`src/rtl/ifetch_byte_assembler.sv`:
```
// Instruction-fetch front end: reads a byte-wide instruction memory one byte
// per cycle, assembles big-endian 32-bit words (byte 0 = MSB), buffers up to
// two words with their PCs and presents them on a valid/ready interface.
// Branch/jump redirects flush everything buffered or in flight.
//
// Handshake (inst_*): a word transfers on every rising edge where
// inst_valid & inst_ready are both 1. While inst_valid=1 and inst_ready=0,
// inst_word and inst_pc hold steady. inst_valid never depends on inst_ready.
module ifetch_byte_assembler #(
   parameter int          IMEM_AW  = 5,
   parameter logic [31:0] RESET_PC = 32'h0000_0000
) (
   input  logic               clk,
   input  logic               rst,
   output logic               mem_rd,
   output logic [IMEM_AW-1:0] mem_addr,
   input  logic [7:0]         mem_data,
   input  logic               redir_valid,
   input  logic [31:0]        redir_pc,
   output logic               inst_valid,
   input  logic               inst_ready,
   output logic [31:0]        inst_word,
   output logic [31:0]        inst_pc,
   output logic               align_err
);

   typedef enum logic [1:0] {
      S_IDLE  = 2'd0,
      S_BYTE  = 2'd1,
      S_STALL = 2'd2
   } state_t;

   state_t      state, state_d;
   logic [1:0]  cnt, cnt_d;
   logic [31:0] fetch_pc, fetch_pc_d;

   // Read pipeline: a byte requested this cycle comes back next cycle.
   logic        inflight_q;
   logic        last_q;
   logic [31:0] asm_word;
   logic [31:0] asm_pc;
   logic [1:0]  asm_words;

   // Two-entry instruction FIFO.
   logic [31:0] fifo_word [2];
   logic [31:0] fifo_pc   [2];
   logic        wr_ptr, rd_ptr;
   logic [1:0]  fifo_cnt;

   logic        push, pop, issue_first;
   logic [31:0] push_word;
   logic [2:0]  occupancy;
   logic        slot_free;
   logic        align_q;

   assign pop         = inst_valid & inst_ready;
   assign push        = inflight_q & last_q & ~redir_valid;
   assign push_word   = {asm_word[23:0], mem_data};
   assign issue_first = mem_rd & (cnt == 2'd0);

   // Words buffered plus words being assembled; a pop this cycle frees a slot.
   assign occupancy = {1'b0, fifo_cnt} + {1'b0, asm_words} - {2'b00, pop};
   assign slot_free = occupancy < 3'd2;

   assign mem_rd   = (state == S_BYTE);
   assign mem_addr = mem_rd ? (fetch_pc[IMEM_AW-1:0] + IMEM_AW'(cnt)) : '0;

   assign inst_valid = (fifo_cnt != 2'd0);
   assign inst_word  = fifo_word[rd_ptr];
   assign inst_pc    = fifo_pc[rd_ptr];
   assign align_err  = align_q;

   // Fetch FSM state, byte counter and fetch PC registers.
   always_ff @(posedge clk) begin
      if (rst) begin
         state    <= S_IDLE;
         cnt      <= 2'd0;
         fetch_pc <= RESET_PC;
      end else begin
         state    <= state_d;
         cnt      <= cnt_d;
         fetch_pc <= fetch_pc_d;
      end
   end

   // Next-state logic; a redirect overrides every state.
   always_comb begin
      state_d    = state;
      cnt_d      = cnt;
      fetch_pc_d = fetch_pc;
      case (state)
         S_IDLE: begin
            cnt_d   = 2'd0;
            state_d = slot_free ? S_BYTE : S_STALL;
         end
         S_BYTE: begin
            cnt_d = cnt + 2'd1;
            if (cnt == 2'd3) begin
               fetch_pc_d = fetch_pc + 32'd4;
               state_d    = slot_free ? S_BYTE : S_STALL;
            end
         end
         S_STALL: begin
            if (slot_free) begin
               cnt_d   = 2'd0;
               state_d = S_BYTE;
            end
         end
         default: begin
            cnt_d   = 2'd0;
            state_d = S_IDLE;
         end
      endcase
      if (redir_valid) begin
         cnt_d      = 2'd0;
         fetch_pc_d = {redir_pc[31:2], 2'b00};
         state_d    = S_BYTE;
      end
   end

   // Byte return tracking and word assembly; redirect squashes in-flight data.
   always_ff @(posedge clk) begin
      if (rst) begin
         inflight_q <= 1'b0;
         last_q     <= 1'b0;
         asm_word   <= 32'd0;
         asm_pc     <= RESET_PC;
         asm_words  <= 2'd0;
      end else if (redir_valid) begin
         inflight_q <= 1'b0;
         last_q     <= 1'b0;
         asm_word   <= 32'd0;
         asm_words  <= 2'd0;
      end else begin
         inflight_q <= mem_rd;
         last_q     <= mem_rd & (cnt == 2'd3);
         if (inflight_q) begin
            asm_word <= push_word;
         end
         if (issue_first) begin
            asm_pc <= fetch_pc;
         end
         asm_words <= asm_words + {1'b0, issue_first} - {1'b0, push};
      end
   end

   // Instruction FIFO: push on the fourth returned byte, pop on handshake.
   always_ff @(posedge clk) begin
      if (rst) begin
         wr_ptr       <= 1'b0;
         rd_ptr       <= 1'b0;
         fifo_cnt     <= 2'd0;
         fifo_word[0] <= 32'd0;
         fifo_word[1] <= 32'd0;
         fifo_pc[0]   <= RESET_PC;
         fifo_pc[1]   <= RESET_PC;
      end else if (redir_valid) begin
         wr_ptr   <= 1'b0;
         rd_ptr   <= 1'b0;
         fifo_cnt <= 2'd0;
      end else begin
         if (push) begin
            fifo_word[wr_ptr] <= push_word;
            fifo_pc[wr_ptr]   <= asm_pc;
            wr_ptr            <= ~wr_ptr;
         end
         if (pop) begin
            rd_ptr <= ~rd_ptr;
         end
         fifo_cnt <= fifo_cnt + {1'b0, push} - {1'b0, pop};
      end
   end

   // One-cycle misaligned-redirect flag.
   always_ff @(posedge clk) begin
      if (rst) begin
         align_q <= 1'b0;
      end else begin
         align_q <= redir_valid & (redir_pc[1:0] != 2'b00);
      end
   end

endmodule

```
`config.mk`:
```
export PLATFORM = sky130hd
export DESIGN_NAME = ifetch_byte_assembler
export DESIGN_NICKNAME = d
export VERILOG_FILES = /design/src/rtl/ifetch_byte_assembler.sv
export SDC_FILE = /design/constraint.sdc
export NUM_CORES = 1
export LEC_CHECK = 0
export BUFFER_PORTS_ARGS = -buffer_cell sky130_fd_sc_hd__buf_2
export CORE_MARGIN = 2
export CORE_UTILIZATION = 40
export DETAILED_ROUTE_END_ITERATION = 6
export MAX_ROUTING_LAYER = met4
export PLACE_DENSITY = 0.57
export SLEW_MARGIN = 10
export SYNTH_ARGS = -nofsm -noshare
export SYNTH_HDL_FRONTEND = slang
export SYNTH_SLANG_ARGS = --single-unit
```
`constraint.sdc`:
```
create_clock -name clk -period 9.55 [get_ports clk]
set_input_delay 0 -clock clk [delete_from_list [all_inputs] [get_ports clk]]
set_output_delay 0 -clock clk [all_outputs]
set_load 0.03 [all_outputs]
```
**After elaboration in Yosys (flattened, before gate mapping)**

Memory sizes are Yosys's and may differ from the RTL's. A register that Yosys moved wholly into a read port is not among the register bits.
Cells that the tools add are included.

- Input bits: 44
- Memory bits (writable): 128
- Memories kept: 2
- Output and inout bits: 72
- Register bits: 101

- Magnitude comparators: 1
- Add/sub/neg operators: 9
- Muxes and demuxes: 27
- Eq/ne operators: 7
- Reductions and logical operators: 14
- Bitwise gates (word level): 9

Memory list:

| name | depth | bits a word | read ports | clocked after memory_dff | wr ports | RTL line | RTL |
|---|---|---|---|---|---|---|---|
| fifo_pc | 2 | 32 | 1 | 1 | 2 | 46 | `logic [31:0] fifo_pc [2];` |
| fifo_word | 2 | 32 | 1 | 1 | 2 | 45 | `logic [31:0] fifo_word [2];` |

Operators with widths:

| kind | count |
|---|---|
| two-way mux 32 bit | 5 |
| OR reduction 32 bit | 2 |
| adder 32 x 3 -> 32 bit (second input constant) | 1 |
| two-way mux 1 bit | 15 |
| AND reduction 2 bit | 5 |
| two-way mux 2 bit | 4 |
| nonzero test 2 bit | 4 |
| AND 1 bit | 6 |
| case mux 2 bit (3 select lines) | 1 |
| adder 5 x 2 -> 5 bit | 1 |
| two-way mux 5 bit | 1 |
| adder 2 x 1 -> 2 bit | 2 |
| equality test 2 bit (second input constant) | 2 |
| logical NOT 2 bit | 2 |
| case mux 2 bit (2 select lines) | 1 |
| subtractor 2 x 1 -> 2 bit | 2 |
| adder 2 x 2 -> 3 bit | 1 |
| less-than comparator 3 x 2 -> 1 bit (second input constant) | 1 |
| inequality test 3 x 1 -> 1 bit (second input constant) | 1 |
| inequality test 3 bit (second input constant) | 1 |
| NOT 1 bit | 3 |
| subtractor 3 x 1 -> 3 bit | 1 |
| adder 2 x 1 -> 2 bit (second input constant) | 1 |
| equality test 2 x 1 -> 1 bit (second input constant) | 1 |
| other kinds (3) | 3 |

**Longest topological paths before layout**

- Depth in word-level cells: 8
- Gate-level depth with buffers: 9

**Worst setup path before layout**

OpenSTA, ideal clock, no wires.

- Kind: register to register
- From: register inflight_q
- To: memory fifo_pc[0][10], enable pin
- Data arrival time: 5.364 ns
- Period minus slack after synthesis: 5.938 ns
- Path buffers: 1
- Stages on the path, launching flop included: 4
- Slack: 3.612 ns
- Cells stage by stage: dfxtp_1 > clkbuf_1 > nand2_1 > o31ai_1

RTL lines:

| what | RTL line | RTL |
|---|---|---|
| start: declaration | 38 | `logic inflight_q;` |
| start signal: assignment | 135 | `inflight_q <= mem_rd;` |
| end: declaration | 46 |  |

==> results by stage <==
Route:
- The total wire length is roughly 21 mm.
- The count of nets left with antenna violations once routing finished came out at 0.
- The count of vias placed by the detailed router is 6321.
- The number of detailed-routing iterations run before antenna repair is 5.
- The number of remaining DRC errors is 0.
- The per-cell via count in the routed design is 4.814.
- The routed wirelength normalized by instance count is 15.84 um.
- The first-iteration detailed-routing DRC count is 302.

Place:
- The detailed placer's ending HPWL is 12.74 mm.
- During placement, the flow inserted port buffers numbering 113.
- The placement-stage worst setup slack is 6.346 ns.
- Routability-driven placement finished with a final weighted congestion of 0.7822.
- Counting tap cells, the placed design contains a total of about 1200 instances.
- The placed standard-cell area is 10390 um2.

Status:
- The run finished with clean final reports.

Power:
- The sum of internal, switching and leakage power is roughly 2.1 mW.
- The leakage power is ~4.5 nW.
- The total power per unit cell area is 180.7 nW/um2.
- The worst vdd rail ir drop is 0.1094 mV.

STA:
- The minimum clock period is approximately 3.2 ns.
- Across all hold checks on the routed design, the worst slack comes to 0.1026 ns.
- Setup repair after global routing left no endpoint under its margin.
- Setup slack closes at 6.366 ns.
- The final-layout setup total negative slack is 0 ns.
- On the final layout, the worst clock skew is 0.01616 ns.
- The worst path uses 33.34% of the clock period.
- The total count of max-transition violations in the final report is 0.
- The number of hold-slack violations in the final timing report is 0.
- Static timing analysis puts the maximum clock frequency at about 0.31 GHz.
- Setup violations remaining at the end of the flow were counted as 0.
- For the pin with the worst max-slew slack, the measured transition is 0.9102 ns.
- In this run the tightest slew margin relative to its limit is 39.32%.

Worst setup path:
- The arrival time reported for the critical path endpoint is 3.31 ns.
- At the worst endpoint, the required time is 9.68 ns.
- By startpoint and endpoint, the worst setup path is classified as primary input to register.
- The endpoint kind of the worst setup timing path is a register.
- Along the worst path, the maximum fanout reaches 56.
- The worst setup path is launched from a primary input.

Synth:
- The main flop type after synthesis is sky130_fd_sc_hd__edfxtp_1.
- The cell count after synthesis is 825.
- The proportion of synthesized chip area in sequential cells is 59.84%.
- After Yosys synthesis, and, or, nand and nor cells account for 18.98% of the synthesized area.
- The synthesized area per cell is 11.52 um2.
- Counting flops and latches in the post-synthesis netlist gives 222.
- The xor/xnor share of the synthesized area is 3.134%.
- After synthesis the cells add up to ~9500 um2.
- The number of synthesized flops with an enable pin is 124.
- By area, the combinational part of the netlist is dominated by simple AND/OR/NAND/NOR gates.
- The share of synthesized area spent on multiplexers is about a tenth.
- Counting flops with an async set or reset pin after synthesis yields a share of 0%.
- The count of warnings emitted by yosys is 0.
- The count of cell types in the netlist is 42.
- Of the total synthesized cell area, the portion taken by full adders, half adders and majority gates is 1.132%.
- The post-synthesis compound-gate area fraction is about 4.5%.

Global route:
- The via count of the first global-routing pass was 6260.
- Entering global routing, the biggest net connects 65 pins.
- In the global route stage, overall resource usage came out at 17.46%.
- Global routing finished with a remaining overflow of 0.
- The first-pass GRT wire length is 33.39 mm.
- The initial antenna violation count came to 0.

Clock tree:
- TritonCTS built the clock tree.
- In this run the number of H-tree levels came out at 1.
- The later-pin clock latency in the skew report is 0.51 ns.
- The TritonCTS buffer count is 24.
- For this design, the sink count on the clock tree is 222.
- Clock-pin slew was measured on the worst setup and hold paths at 0.06 ns.
- In this run the clock root is driven by a sky130_fd_sc_hd__clkbuf_16.
- The worst-case clock buffer depth is 3.

Finish:
- The number of nets in the final layout is just over 1000.
- The final non-filler cell total is 1313.
- Cells with a size suffix above 1 make up 23.54% of the layout.
- Measured on the finished design, the core utilization comes to 49.76%.
- The area overhead of the layout relative to synthesis is 22.56%.
- The repair_antennas step left the layout with diodes totalling 0.
- The finished cells cover 11640 um2.
- The filler cell count is ~2200.

Hold path:
- The classification of the worst-slack hold path is primary input to register.

Floorplan:
- The width of the die is 158.1 um.
- The die is ~160 um tall.
- Pin placement for this block handled 116 I/O pins.
- The site row count is 56.
- The starting density of the core is around two fifths.
- The die covers 25000 um2.
- The standard cell core area is 23400 um2.

Run:
- Across the run, the number of max-cap violations was 0.
-- synthesized netlist by cell type (2+ instances only) --
cell type / count / share of area [%]
sky130_fd_sc_hd__and2_1: 131 / 8.6
sky130_fd_sc_hd__edfxtp_1: 124 / 39
sky130_fd_sc_hd__dfxtp_1: 98 / 21
sky130_fd_sc_hd__nand2_1: 85 / 3.4
sky130_fd_sc_hd__nor2_1: 70 / 2.8
sky130_fd_sc_hd__mux2_2: 62 / 7.3
sky130_fd_sc_hd__clkbuf_1: 40 / 1.6
sky130_fd_sc_hd__a21oi_1: 39 / 2.1
sky130_fd_sc_hd__mux2i_1: 25 / 2.6
sky130_fd_sc_hd__xor2_1: 25 / 2.3
sky130_fd_sc_hd__a211oi_1: 20 / 1.6
sky130_fd_sc_hd__nand4_1: 15 / 0.99
sky130_fd_sc_hd__inv_1: 11 / 0.43
sky130_fd_sc_hd__nand3_1: 11 / 0.58
sky130_fd_sc_hd__xnor2_1: 9 / 0.83
sky130_fd_sc_hd__ha_1: 7 / 0.92
sky130_fd_sc_hd__and3_1: 6 / 0.40
sky130_fd_sc_hd__o21ai_0: 6 / 0.32
sky130_fd_sc_hd__buf_1: 5 / 0.20
sky130_fd_sc_hd__nor3_1: 5 / 0.26
sky130_fd_sc_hd__and4_1: 4 / 0.37
sky130_fd_sc_hd__a311oi_1: 2 / 0.18
sky130_fd_sc_hd__buf_4: 2 / 0.16
sky130_fd_sc_hd__nand4b_1: 2 / 0.18
sky130_fd_sc_hd__nor4_4: 2 / 0.45
sky130_fd_sc_hd__or2_2: 2 / 0.13
sky130_fd_sc_hd__or3_1: 2 / 0.13
-- worst max-delay path, stage by stage --
cell and delay (ns):
sky130_fd_sc_hd__dlygate4sd3_1 0.53, sky130_fd_sc_hd__buf_2 0.22, sky130_fd_sc_hd__inv_2 0.66, sky130_fd_sc_hd__nand2_1 0.42
sky130_fd_sc_hd__buf_4 0.36, sky130_fd_sc_hd__nor3_2 0.16, sky130_fd_sc_hd__or2_2 0.24, sky130_fd_sc_hd__buf_4 0.68
-- area by class of cell --
| type | instances | area (um2) | area share [%] |
|---|---|---|---|
| sequential | 222 | 5687 | 48.83 |
| multi-input combinational | 544 | 3611 | 31.01 |
| tap | 319 | 399.1 | 3.428 |
| clock inverter | 10 | 98.84 | 0.8488 |
| inverter | 13 | 48.80 | 0.4190 |
| timing repair buffer | 171 | 1121 | 9.627 |
| clock buffer | 34 | 679.4 | 5.834 |
-- path summary, 6_finish.rpt --
kind | start | to | slack [ns] | cells after the start
setup reg to reg | fetch_pc[3] | fetch_pc[24] | 7.01 | 7
hold reg to reg | asm_pc[31] | asm_pc[31] | 0.46 | 2
setup / recovery | redir_valid | fifo_word[1][27] | 6.37 | 8
hold / removal | rst | fetch_pc[2] | 0.10 | 3
-- where the power goes --
part	total [mW]	internal, mW	switching, mW	leakage, nW
sequential	1.06	1.04	0.0213	2.08
combinational	0.133	0.0516	0.0810	2.03
clock	0.912	0.549	0.364	0.388
total	2.10	1.64	0.466	4.49
-- logic make-up after synthesis --
logic type,after synthesis
multiplexers,87
adder cells (fa/ha/maj),8
AO/OA/AOI/OAI,71
other,1
XOR/XNOR,34
AND/OR/NAND/NOR,342
flip-flops,222
buffers and inverters,60
-- cells in the final DEF, fill, tap and decap left out, types with 2 or more instances in the layout --
cell type,netlist,layout
sky130_fd_sc_hd__a211oi_1,20,20
sky130_fd_sc_hd__a21oi_1,39,39
sky130_fd_sc_hd__a311oi_1,2,2
sky130_fd_sc_hd__and2_1,131,131
sky130_fd_sc_hd__and3_1,6,6
sky130_fd_sc_hd__and4_1,4,4
sky130_fd_sc_hd__buf_2,0,113
sky130_fd_sc_hd__buf_4,2,10
sky130_fd_sc_hd__bufinv_16,0,2
sky130_fd_sc_hd__clkbuf_1,40,7
sky130_fd_sc_hd__clkbuf_16,0,25
sky130_fd_sc_hd__clkbuf_8,0,2
sky130_fd_sc_hd__clkinv_1,1,2
sky130_fd_sc_hd__clkinv_2,0,7
sky130_fd_sc_hd__conb_1,1,2
sky130_fd_sc_hd__dfxtp_1,98,97
sky130_fd_sc_hd__dlygate4sd3_1,0,48
sky130_fd_sc_hd__edfxtp_1,124,124
sky130_fd_sc_hd__ha_1,7,7
sky130_fd_sc_hd__inv_1,11,11
sky130_fd_sc_hd__mux2_2,62,62
sky130_fd_sc_hd__mux2i_1,25,25
sky130_fd_sc_hd__nand2_1,85,85
sky130_fd_sc_hd__nand3_1,11,11
sky130_fd_sc_hd__nand4_1,15,15
sky130_fd_sc_hd__nand4b_1,2,2
sky130_fd_sc_hd__nor2_1,70,70
sky130_fd_sc_hd__nor3_1,5,3
sky130_fd_sc_hd__nor3_2,0,2
sky130_fd_sc_hd__nor4_4,2,2
sky130_fd_sc_hd__o21ai_0,6,6
sky130_fd_sc_hd__or2_2,2,2
sky130_fd_sc_hd__or3_1,2,2
sky130_fd_sc_hd__xnor2_1,9,9
sky130_fd_sc_hd__xor2_1,25,25
-- routing by layer --
| layer | routed length (um) | global-route usage, % | up-vias |
|---|---|---|---|
| met5 | 0 | - | - |
| met4 | 405 | 3.904 | 0 |
| met3 | 717 | 2.327 | 40 |
| met2 | 9780 | 28.80 | 138 |
| met1 | 9891 | 23.09 | 2988 |
| li1 | - | - | 3155 |
-- timing repair --
action | in CTS | in global routing
endpoints found under the setup margin | 0 | 0
endpoints found under the hold margin | 59 | 0
hold buffers | 48 | 0
setup buffers | 0 | 0
gates resized for setup | 0 | 0
-- registers in the layout, summed over array words and instances, names as in the netlist, named ones only --
register,flops
fifo_word,64
fifo_pc,60
asm_pc,30
fetch_pc,30
asm_word,24
asm_words,2
cnt,2
fifo_cnt,2
state,2
align_err,1
inflight_q,1
last_q,1
rd_ptr,1
wr_ptr,1
Power figures use the tool's default switching activity.
